### src/rtl/idelay_sweep_pkg.sv
// Shared definitions for the IDELAY histogram datapath: sweep defaults and
// sequencer state encodings.
package idelay_sweep_pkg;

  localparam int TAPS_DEF    = 32;
  localparam int TAP_W_DEF   = 5;
  localparam int COUNT_W_DEF = 24;
  localparam int DWELL_DEF   = 4096;
  localparam int SETTLE_DEF  = 8;

  typedef enum logic [2:0] {
    S_IDLE     = 3'd0,
    S_WAIT_RDY = 3'd1,
    S_LOAD     = 3'd2,
    S_SETTLE   = 3'd3,
    S_COUNT    = 3'd4,
    S_LATCH    = 3'd5,
    S_EMIT     = 3'd6,
    S_DONE     = 3'd7
  } sweep_state_e;

  // One spare bit so a loaded phase length never aliases to zero.
  function automatic int timer_width(input int dwell, input int settle);
    return $clog2((dwell > settle) ? dwell : settle) + 1;
  endfunction

endpackage

### src/rtl/idelay_sweep_controller_timer.sv
// Loadable down-counter shared by the SETTLE and COUNT phases; zero_o flags
// the final cycle of the loaded interval.
module sweep_timer #(
  parameter int W = 13
) (
  input  logic         CLK,
  input  logic         RST,
  input  logic         load_i,
  input  logic [W-1:0] load_val_i,
  input  logic         dec_i,
  output logic         zero_o
);

  logic [W-1:0] cnt_q, cnt_d;

  always_comb begin
    cnt_d = cnt_q;
    if (load_i) begin
      cnt_d = load_val_i;
    end else if (dec_i && (cnt_q != '0)) begin
      cnt_d = cnt_q - 1'b1;
    end
  end

  always_ff @(posedge CLK) begin
    if (!RST) begin
      cnt_q <= '0;
    end else begin
      cnt_q <= cnt_d;
    end
  end

  assign zero_o = (cnt_q == '0);

endmodule

### src/rtl/idelay_sweep_controller.sv
// Steps the IDELAY tap through every setting, gates the error counter for a
// dwell window per tap, and streams (tap, errors) records out while tracking the best tap.
module idelay_sweep_controller
  import idelay_sweep_pkg::*;
#(
  parameter int TAPS    = TAPS_DEF,
  parameter int TAP_W   = TAP_W_DEF,
  parameter int COUNT_W = COUNT_W_DEF,
  parameter int DWELL   = DWELL_DEF,
  parameter int SETTLE  = SETTLE_DEF
) (
  input  logic               CLK,
  input  logic               RST,
  input  logic               START,
  output logic               BUSY,
  output logic               DONE,
  input  logic               DLY_RDY,
  output logic               DLY_LD,
  output logic [TAP_W-1:0]   DLY_TAP,
  output logic               CNT_RST,
  output logic               CNT_EN,
  input  logic [COUNT_W-1:0] ERR_COUNT,
  output logic               OUT_VALID,
  input  logic               OUT_READY,
  output logic [TAP_W-1:0]   OUT_TAP,
  output logic [COUNT_W-1:0] OUT_ERR,
  output logic [TAP_W-1:0]   BEST_TAP,
  output logic [COUNT_W-1:0] BEST_ERR,
  output logic [2:0]         DBG_STATE
);

  // Handshake: a record transfers on every rising CLK where OUT_VALID and
  // OUT_READY are both high; OUT_VALID/OUT_TAP/OUT_ERR hold until then.

  localparam int                 TIMER_W   = timer_width(DWELL, SETTLE);
  localparam logic [TIMER_W-1:0] SETTLE_LD = TIMER_W'(SETTLE - 1);
  localparam logic [TIMER_W-1:0] DWELL_LD  = TIMER_W'(DWELL - 1);
  localparam logic [TAP_W:0]     LAST_TAP  = (TAP_W + 1)'(TAPS - 1);

  sweep_state_e       state_q, state_d;
  logic [TAP_W:0]     tap_q, tap_d;
  logic               tmr_load, tmr_dec, tmr_zero;
  logic [TIMER_W-1:0] tmr_val;
  logic               accept;

  logic               busy_q, done_q, dly_ld_q, cnt_rst_q, cnt_en_q, out_valid_q;
  logic [TAP_W-1:0]   dly_tap_q, out_tap_q, best_tap_q, work_tap_q;
  logic [COUNT_W-1:0] out_err_q, best_err_q, work_err_q;

  sweep_timer #(.W(TIMER_W)) u_timer (
    .CLK        (CLK),
    .RST        (RST),
    .load_i     (tmr_load),
    .load_val_i (tmr_val),
    .dec_i      (tmr_dec),
    .zero_o     (tmr_zero)
  );

  assign accept = (state_q == S_EMIT) && OUT_READY;

  always_comb begin
    state_d  = state_q;
    tap_d    = tap_q;
    tmr_load = 1'b0;
    tmr_dec  = 1'b0;
    tmr_val  = SETTLE_LD;
    case (state_q)
      S_IDLE: begin
        if (START) begin
          tap_d   = '0;
          state_d = DLY_RDY ? S_LOAD : S_WAIT_RDY;
        end
      end
      S_WAIT_RDY: begin
        if (DLY_RDY) state_d = S_LOAD;
      end
      S_LOAD: begin
        if (!DLY_RDY) begin
          state_d = S_WAIT_RDY;
        end else begin
          state_d  = S_SETTLE;
          tmr_load = 1'b1;
          tmr_val  = SETTLE_LD;
        end
      end
      S_SETTLE: begin
        if (!DLY_RDY) begin
          state_d = S_WAIT_RDY;
        end else if (tmr_zero) begin
          state_d  = S_COUNT;
          tmr_load = 1'b1;
          tmr_val  = DWELL_LD;
        end else begin
          tmr_dec = 1'b1;
        end
      end
      S_COUNT: begin
        if (!DLY_RDY) begin
          state_d = S_WAIT_RDY;
        end else if (tmr_zero) begin
          state_d = S_LATCH;
        end else begin
          tmr_dec = 1'b1;
        end
      end
      S_LATCH: begin
        state_d = DLY_RDY ? S_EMIT : S_WAIT_RDY;
      end
      S_EMIT: begin
        // Losing DLY_RDY here only delays the next tap; this record completes.
        if (OUT_READY) begin
          if (tap_q == LAST_TAP) begin
            state_d = S_DONE;
          end else begin
            tap_d   = tap_q + 1'b1;
            state_d = DLY_RDY ? S_LOAD : S_WAIT_RDY;
          end
        end
      end
      S_DONE:  state_d = S_IDLE;
      default: state_d = S_IDLE;
    endcase
  end

  always_ff @(posedge CLK) begin
    if (!RST) begin
      state_q     <= S_IDLE;
      tap_q       <= '0;
      busy_q      <= 1'b0;
      done_q      <= 1'b0;
      dly_ld_q    <= 1'b0;
      cnt_rst_q   <= 1'b0;
      cnt_en_q    <= 1'b0;
      out_valid_q <= 1'b0;
      dly_tap_q   <= '0;
      out_tap_q   <= '0;
      out_err_q   <= '0;
      work_tap_q  <= '0;
      work_err_q  <= '1;
      best_tap_q  <= '0;
      best_err_q  <= '1;
    end else begin
      state_q     <= state_d;
      tap_q       <= tap_d;
      busy_q      <= (state_d != S_IDLE);
      done_q      <= (state_d == S_DONE);
      dly_ld_q    <= (state_d == S_LOAD);
      cnt_rst_q   <= (state_d == S_LOAD) || (state_d == S_SETTLE);
      cnt_en_q    <= (state_d == S_COUNT);
      out_valid_q <= (state_d == S_EMIT);
      if (state_d == S_LOAD) dly_tap_q <= tap_d[TAP_W-1:0];
      if ((state_q == S_LATCH) && (state_d == S_EMIT)) begin
        out_tap_q <= tap_q[TAP_W-1:0];
        out_err_q <= ERR_COUNT;
      end
      // Strict compare with taps visited in ascending order: ties keep the lower tap.
      if (state_q == S_IDLE) begin
        work_tap_q <= '0;
        work_err_q <= '1;
      end else if (accept && (out_err_q < work_err_q)) begin
        work_tap_q <= out_tap_q;
        work_err_q <= out_err_q;
      end
      if (state_q == S_DONE) begin
        best_tap_q <= work_tap_q;
        best_err_q <= work_err_q;
      end
    end
  end

  assign BUSY      = busy_q;
  assign DONE      = done_q;
  assign DLY_LD    = dly_ld_q;
  assign DLY_TAP   = dly_tap_q;
  assign CNT_RST   = cnt_rst_q;
  assign CNT_EN    = cnt_en_q;
  assign OUT_VALID = out_valid_q;
  assign OUT_TAP   = out_tap_q;
  assign OUT_ERR   = out_err_q;
  assign BEST_TAP  = best_tap_q;
  assign BEST_ERR  = best_err_q;
  assign DBG_STATE = state_q;

endmodule

### config.mk
export PLATFORM = sky130hd
export DESIGN_NAME = idelay_sweep_controller
export DESIGN_NICKNAME = d
export VERILOG_FILES = /design/src/rtl/idelay_sweep_pkg.sv /design/src/rtl/idelay_sweep_controller_timer.sv /design/src/rtl/idelay_sweep_controller.sv
export SDC_FILE = /design/constraint.sdc
export NUM_CORES = 1
export LEC_CHECK = 0
export BUFFER_PORTS_ARGS = -buffer_cell sky130_fd_sc_hd__buf_2
export CAP_MARGIN = 10
export CORE_AREA = 2 2 118 120
export DETAILED_ROUTE_END_ITERATION = 12
export DIE_AREA = 0 0 120 122
export PLACE_DENSITY = 0.76
export SLEW_MARGIN = 0
export SYNTH_ARGS = -nofsm -noshare
export SYNTH_HDL_FRONTEND = slang
export SYNTH_SLANG_ARGS = --single-unit
### constraint.sdc
create_clock -name CLK -period 2.2 [get_ports CLK]
set_input_delay 0.11 -clock CLK [delete_from_list [all_inputs] [get_ports CLK]]
set_output_delay 0.11 -clock CLK [all_outputs]
set_load 0.01 [all_outputs]
After elaboration in Yosys (flattened, before gate mapping)
Cells that the tools add are included.
Word-level totals
  register bits after elaboration: 120
  input port bits: 29
  output and inout bits: 72
  word-level logic and storage cells: 79
Cells by class
  add/sub/neg operators: 2
  order comparisons: 1
  equality and inequality tests: 16
  muxes and demuxes: 28
  bitwise operators: 1
  reductions and logical operators: 14
Operator list (number)
  $mux W12: 3
  $mux W3: 9
  $mux W13: 2
  $lt A24 B24 Y1: 1
  $pmux W3 S8: 1
  $eq A3 B3 Y1 const B: 7
  $mux W6: 3
  $logic_not A13 Y1: 1
  $reduce_bool A13 Y1: 1
  $sub A13 B1 Y13 const B: 1
  $eq A3 B2 Y1 const B: 4
  $pmux W6 S2: 1
  $add A6 B1 Y6 const B: 1
  $eq A6 B5 Y1 const B: 1
  $mux W1: 6
  $ne A2 B2 Y1 const B: 3
  $logic_and A1 B1 Y1: 4
  $mux W2: 2
  $reduce_and A4 Y1: 1
  $reduce_bool A2 Y1: 2
  $reduce_or A2 Y1: 2
  $eq A3 B1 Y1 const B: 1
  $logic_not A3 Y1: 1
  $reduce_bool A3 Y1: 1
  other kinds (3): 3

Depth between registers and ports, before layout
  depth in word-level cells: 7
  mapped depth: 10
  mapped depth without buffers: 8

Hierarchy
From an unflattened synthesis, not the netlist that was laid out.
Second synthesis, totals
  cells, all modules: 668
  area total of the unflattened synthesis: 5610.4 µm²
By module, submodules not included
  idelay_sweep_controller: instances 1, cells each 566, area each 4753.3 µm², sequential area each 2142.1 µm²
  sweep_timer: instances 1, cells each 102, area each 857.1 µm², sequential area each 260.2 µm²

Worst setup path before layout
No wires, ideal clock.
  path kind: flip-flop to flip-flop
  start: reg out_err_q[9] (netlist: OUT_ERR[9])
  end: reg work_err_q[12]
  library setup time: 0.119 ns
  arrival: 2.218 ns
  data required time: 2.081 ns
  slack: -0.136 ns
  stages on the path, launching flop included: 10
  buffers on the path: 2
  period minus slack after synthesis: 2.336 ns
  cells stage by stage: dfxtp_1 -> ha_1 -> a21o_1 -> a21o_1 -> a31oi_1 -> o21ai_1 -> or4_1 -> buf_4 -> buf_6 -> o221a_1
On the way
  longest elaborated chain between the ends: 2
RTL lines
  from (decl): RTL line idelay_sweep_controller.sv:48  | logic [COUNT_W-1:0] out_err_q, best_err_q, work_err_q;
  from (signal assigned): RTL line idelay_sweep_controller.sv:137  | out_err_q <= '0;
  from (signal assigned): RTL line idelay_sweep_controller.sv:154  | out_err_q <= ERR_COUNT;
  $lt A24 B24 Y1: RTL line idelay_sweep_controller.sv:160  | end else if (accept && (out_err_q < work_err_q)) begin
  $logic_and A1 B1 Y1: RTL line idelay_sweep_controller.sv:160
  to (signal assigned): RTL line idelay_sweep_controller.sv:162  | work_err_q <= out_err_q;
  to (decl): RTL line idelay_sweep_controller.sv:48
Every way passes these cells.
A chain may end at the register's enable or synchronous reset.

Final worst setup path
  start: reg work_err_q[17]
  end: reg work_err_q[12]
On the way
  longest elaborated chain between the ends: 2
RTL lines (RTL line)
  $lt A24 B24 Y1: idelay_sweep_controller.sv:160
  $logic_and A1 B1 Y1: idelay_sweep_controller.sv:160
Every way passes these cells.

==> results.toml <==
[route]
drcViolationCount = 0
routedWlPerCell_um = 15.9
vias_per_cell = 5.39
dr_total_vias = 5934
wl_um = 17400
dr.pass1.iters = 5
ant_nets = 0
drtIter0Drc = 475

[clock_network]
cts_buffers = 17
clk_pin_slew_worst_paths_ns = 0.06
cts_buffer_depth = 2
htree_levels = 4
cts_tree = "done"
cts.sinks = 120
insertion_delay_ns = 0.42
cts_root_buf = "clkbuf_16"

[floorplanning]
start_util_pct = 43.7
io_pins = 101
dieArea_mm2 = 0.0146
dieWidth_um = 120
row_count = 43
die_h_um = 122
core_area_mm2 = 0.0135

[global_route]
grt_overflow = 0
antenna_found_initial = 0
grt_pass1_vias = 5853
grt_pass1_wl_um = 27900
track_usage_pct = 24.1
grt_max_degree = 65

[pwr]
vdd_drop_max_uv = 475
intPower_uw = 4340
power.switching_uw = 1340
switching_share_pct = 23.5
pwr-share-comb_pct = 11.0
p_leak_uw = 0.00404
seq_power_share_pct = 39.3
power_density_mw_per_mm2 = 670
clkPwrFrac_pct = 49.8

[layout]
syn_to_final_growth_pct = 43.6
final-instance-count-excl-fill = 1100
layout-drive-gt1-share_pct = 33.4
antenna_cells = 0
utilization_pct = 62.8
nNetsFinal = 962
fin_area_mm2 = 0.00847
fill_cells = 1116

[critical_path]
worstPathRequired_ns = 2.51
path_cells = "inv_2 > ha_4 > a21oi_2 > o21ai_2 > a211oi_2 > nand2_2 > or4_4 > o221a_1"
worstSetupStartpointType = "flop"
crit_type = "flop to flop"
slowest_stage = "or4_4"
critPathMaxStageDelay_ns = 0.63
worst-path-max-fanout = 8
crit_arrival_ns = 2.52
cp-end-kind = "flop"

[placement]
io_buffers = 100
placed_area_mm2 = 0.00740
placed_cells = 1037
hpwlAfterDp_um = 11100
gp_congestion = 0.858
dpl_worst_slack_ns = -0.120

[yosys]
syn_area_per_cell_um2 = 8.43
yosys_most_used_dff = "dfxtp_1"
synth-seq-area-share_pct = 40.7
synth_enable_flop_cells = 0
synth-seq-cells = 120
synthAdderAreaFrac_pct = 5.30
yosys-top-cells-count = "nand2_1 (127), dfxtp_1 (120), nor2_1 (61)"
synth-xor-area-share_pct = 0.297
synth-simple-area-share_pct = 17.9
synth.area.top_cells = "dfxtp_1 (41%), nand2_1 (8.1%), o221a_1 (5.5%)"
syn_nets = 754
async_flop_share_pct = 0
yosysTopAreaCellShare_pct = 40.7
synthCells = 700
synthMuxAreaShare_pct = 6.10
yosysMostFrequentCell = "nand2_1"
synth_top_family_by_area = "compound AO/OA/AOI/OAI gates"
synth.distinct_cells = 60
yosysTopAreaCell = "dfxtp_1"
yosysWarnings = 0
netlist_area_mm2 = 0.00590
synth-compound-area-share_pct = 23.4

[timing]
rsz0062_at_grt = "yes"
clock_skew_ns = 0.00760
setup_viol_count_final = 5
worst_pin_slew_ns = 0.645
fin_crit_sh_pct = 101
slew_viol_final = 0
hold_viol_final = 0
fin_crit_ns = 2.21
setup_ws_ns = -0.0117
max_freq_mhz = 452
relSlewSlack_pct = 56.9

[status]
outcome = "finished, violations left"
violations = "setup timing"

[flow_run]
max_cap_violations = 0

[min_path]
hold_class = "input pin to flop"
## area by class of cell
class | count | area [um^2] | share of cell area [%]
Clock buffer | 22 | 474 | 5.60
Tap cell | 180 | 225 | 2.66
Clock inverter | 9 | 123 | 1.45
Multi-Input combinational cell | 489 | 3420 | 40.4
Sequential cell | 120 | 2430 | 28.7
Inverter | 49 | 184 | 2.17
Timing Repair Buffer | 231 | 1610 | 19.0
## worst max-delay path, delay by kind of cell, from the launching register on
kind,cells,cell delay [ns]
and+or+nand+nor,2,0.76
AOI/OAI and AO/OA,4,0.72
DFF,1,0.34
adders and majority gates,1,0.21
buffers and inverters,1,0.05
## per-stage QoR
step | power (uW) | setup TNS, ns | hold WS [ns]
finish | 5680 | -0.0204 | 0.157
global placement | 2820 | -0.905 | 0.356
floorplan | 2610 | 0 | 0.244
global route | 5860 | -1.14 | 0.202
detailed placement | 2830 | -2.60 | 0.370
CTS | 5680 | 0 | 0.144
## power groups by stage
stage               sequential [uW]  clock (uW)  combinational [uW]
floorplan                      2280           0                 328
global placement               2270           0                 544
detailed placement             2270           0                 556
CTS                            2230        2850                 597
global route                   2230        2950                 678
finish                         2230        2820                 623
## what timing repair did
action	4_1_cts	5_1_grt
setup endpoints to repair	29	34
resized for setup	18	26
gates cloned	3	0
hold buffers	25	0
endpoints found under the hold margin	24	0
pin swaps	14	27
setup buffers	1	3
## path summary, 6_finish.rpt
| kind | slack [ns] | startpoint | cells after the start | to |
|---|---|---|---|---|
| hold / removal | 0.16 | OUT_READY | 4 | tap_q[2] |
| setup / recovery | -0.01 | work_err_q[17] | 8 | work_err_q[12] |
| setup reg to reg | -0.01 | work_err_q[17] | 8 | work_err_q[12] |
| hold reg to reg | 0.45 | u_timer.cnt_q[12] | 2 | u_timer.cnt_q[12] |
## cells in the final DEF (no fill, tap or decap), types with 25 or more instances in the layout
| cell | instances |
|---|---|
| nor2_1 | 61 |
| inv_1 | 42 |
| buf_4 | 100 |
| dlygate4sd3_1 | 25 |
| mux2i_1 | 26 |
| dfxtp_1 | 100 |
| a21boi_0 | 35 |
| a21oi_1 | 25 |
| buf_2 | 100 |
| nand2_1 | 125 |
| o221a_1 | 29 |
## flip-flops by register name (all words and copies together) (netlist names)
register,count
BEST_ERR,24
BEST_TAP,5
BUSY,1
CNT_EN,1
CNT_RST,1
DBG_STATE,3
DLY_LD,1
DLY_TAP,5
DONE,1
OUT_ERR,24
OUT_TAP,5
OUT_VALID,1
tap_q,6
u_timer.cnt_q,13
work_err_q,24
work_tap_q,5
## logic make-up (layout without fill, tap and decap cells)
family,Yosys count,in the layout
adder cells (fa/ha/maj),25,25
AO/OA/AOI/OAI,182,182
buffers and inverters,94,311
XOR/XNOR,2,2
multiplexers,35,35
flip-flops,120,120
AND/OR/NAND/NOR,242,245
## metal layers
metal,share of wire (%),global-route usage [%],routed length (um),up-vias
li1,-,-,-,2885
met1,43,28.6,7580,2824
met2,48,40.1,8440,174
met3,4.6,5.52,799,51
met4,3.6,13.7,623,0
met5,0,0,0,-
Note: power is estimated with default switching activity, not from simulation.
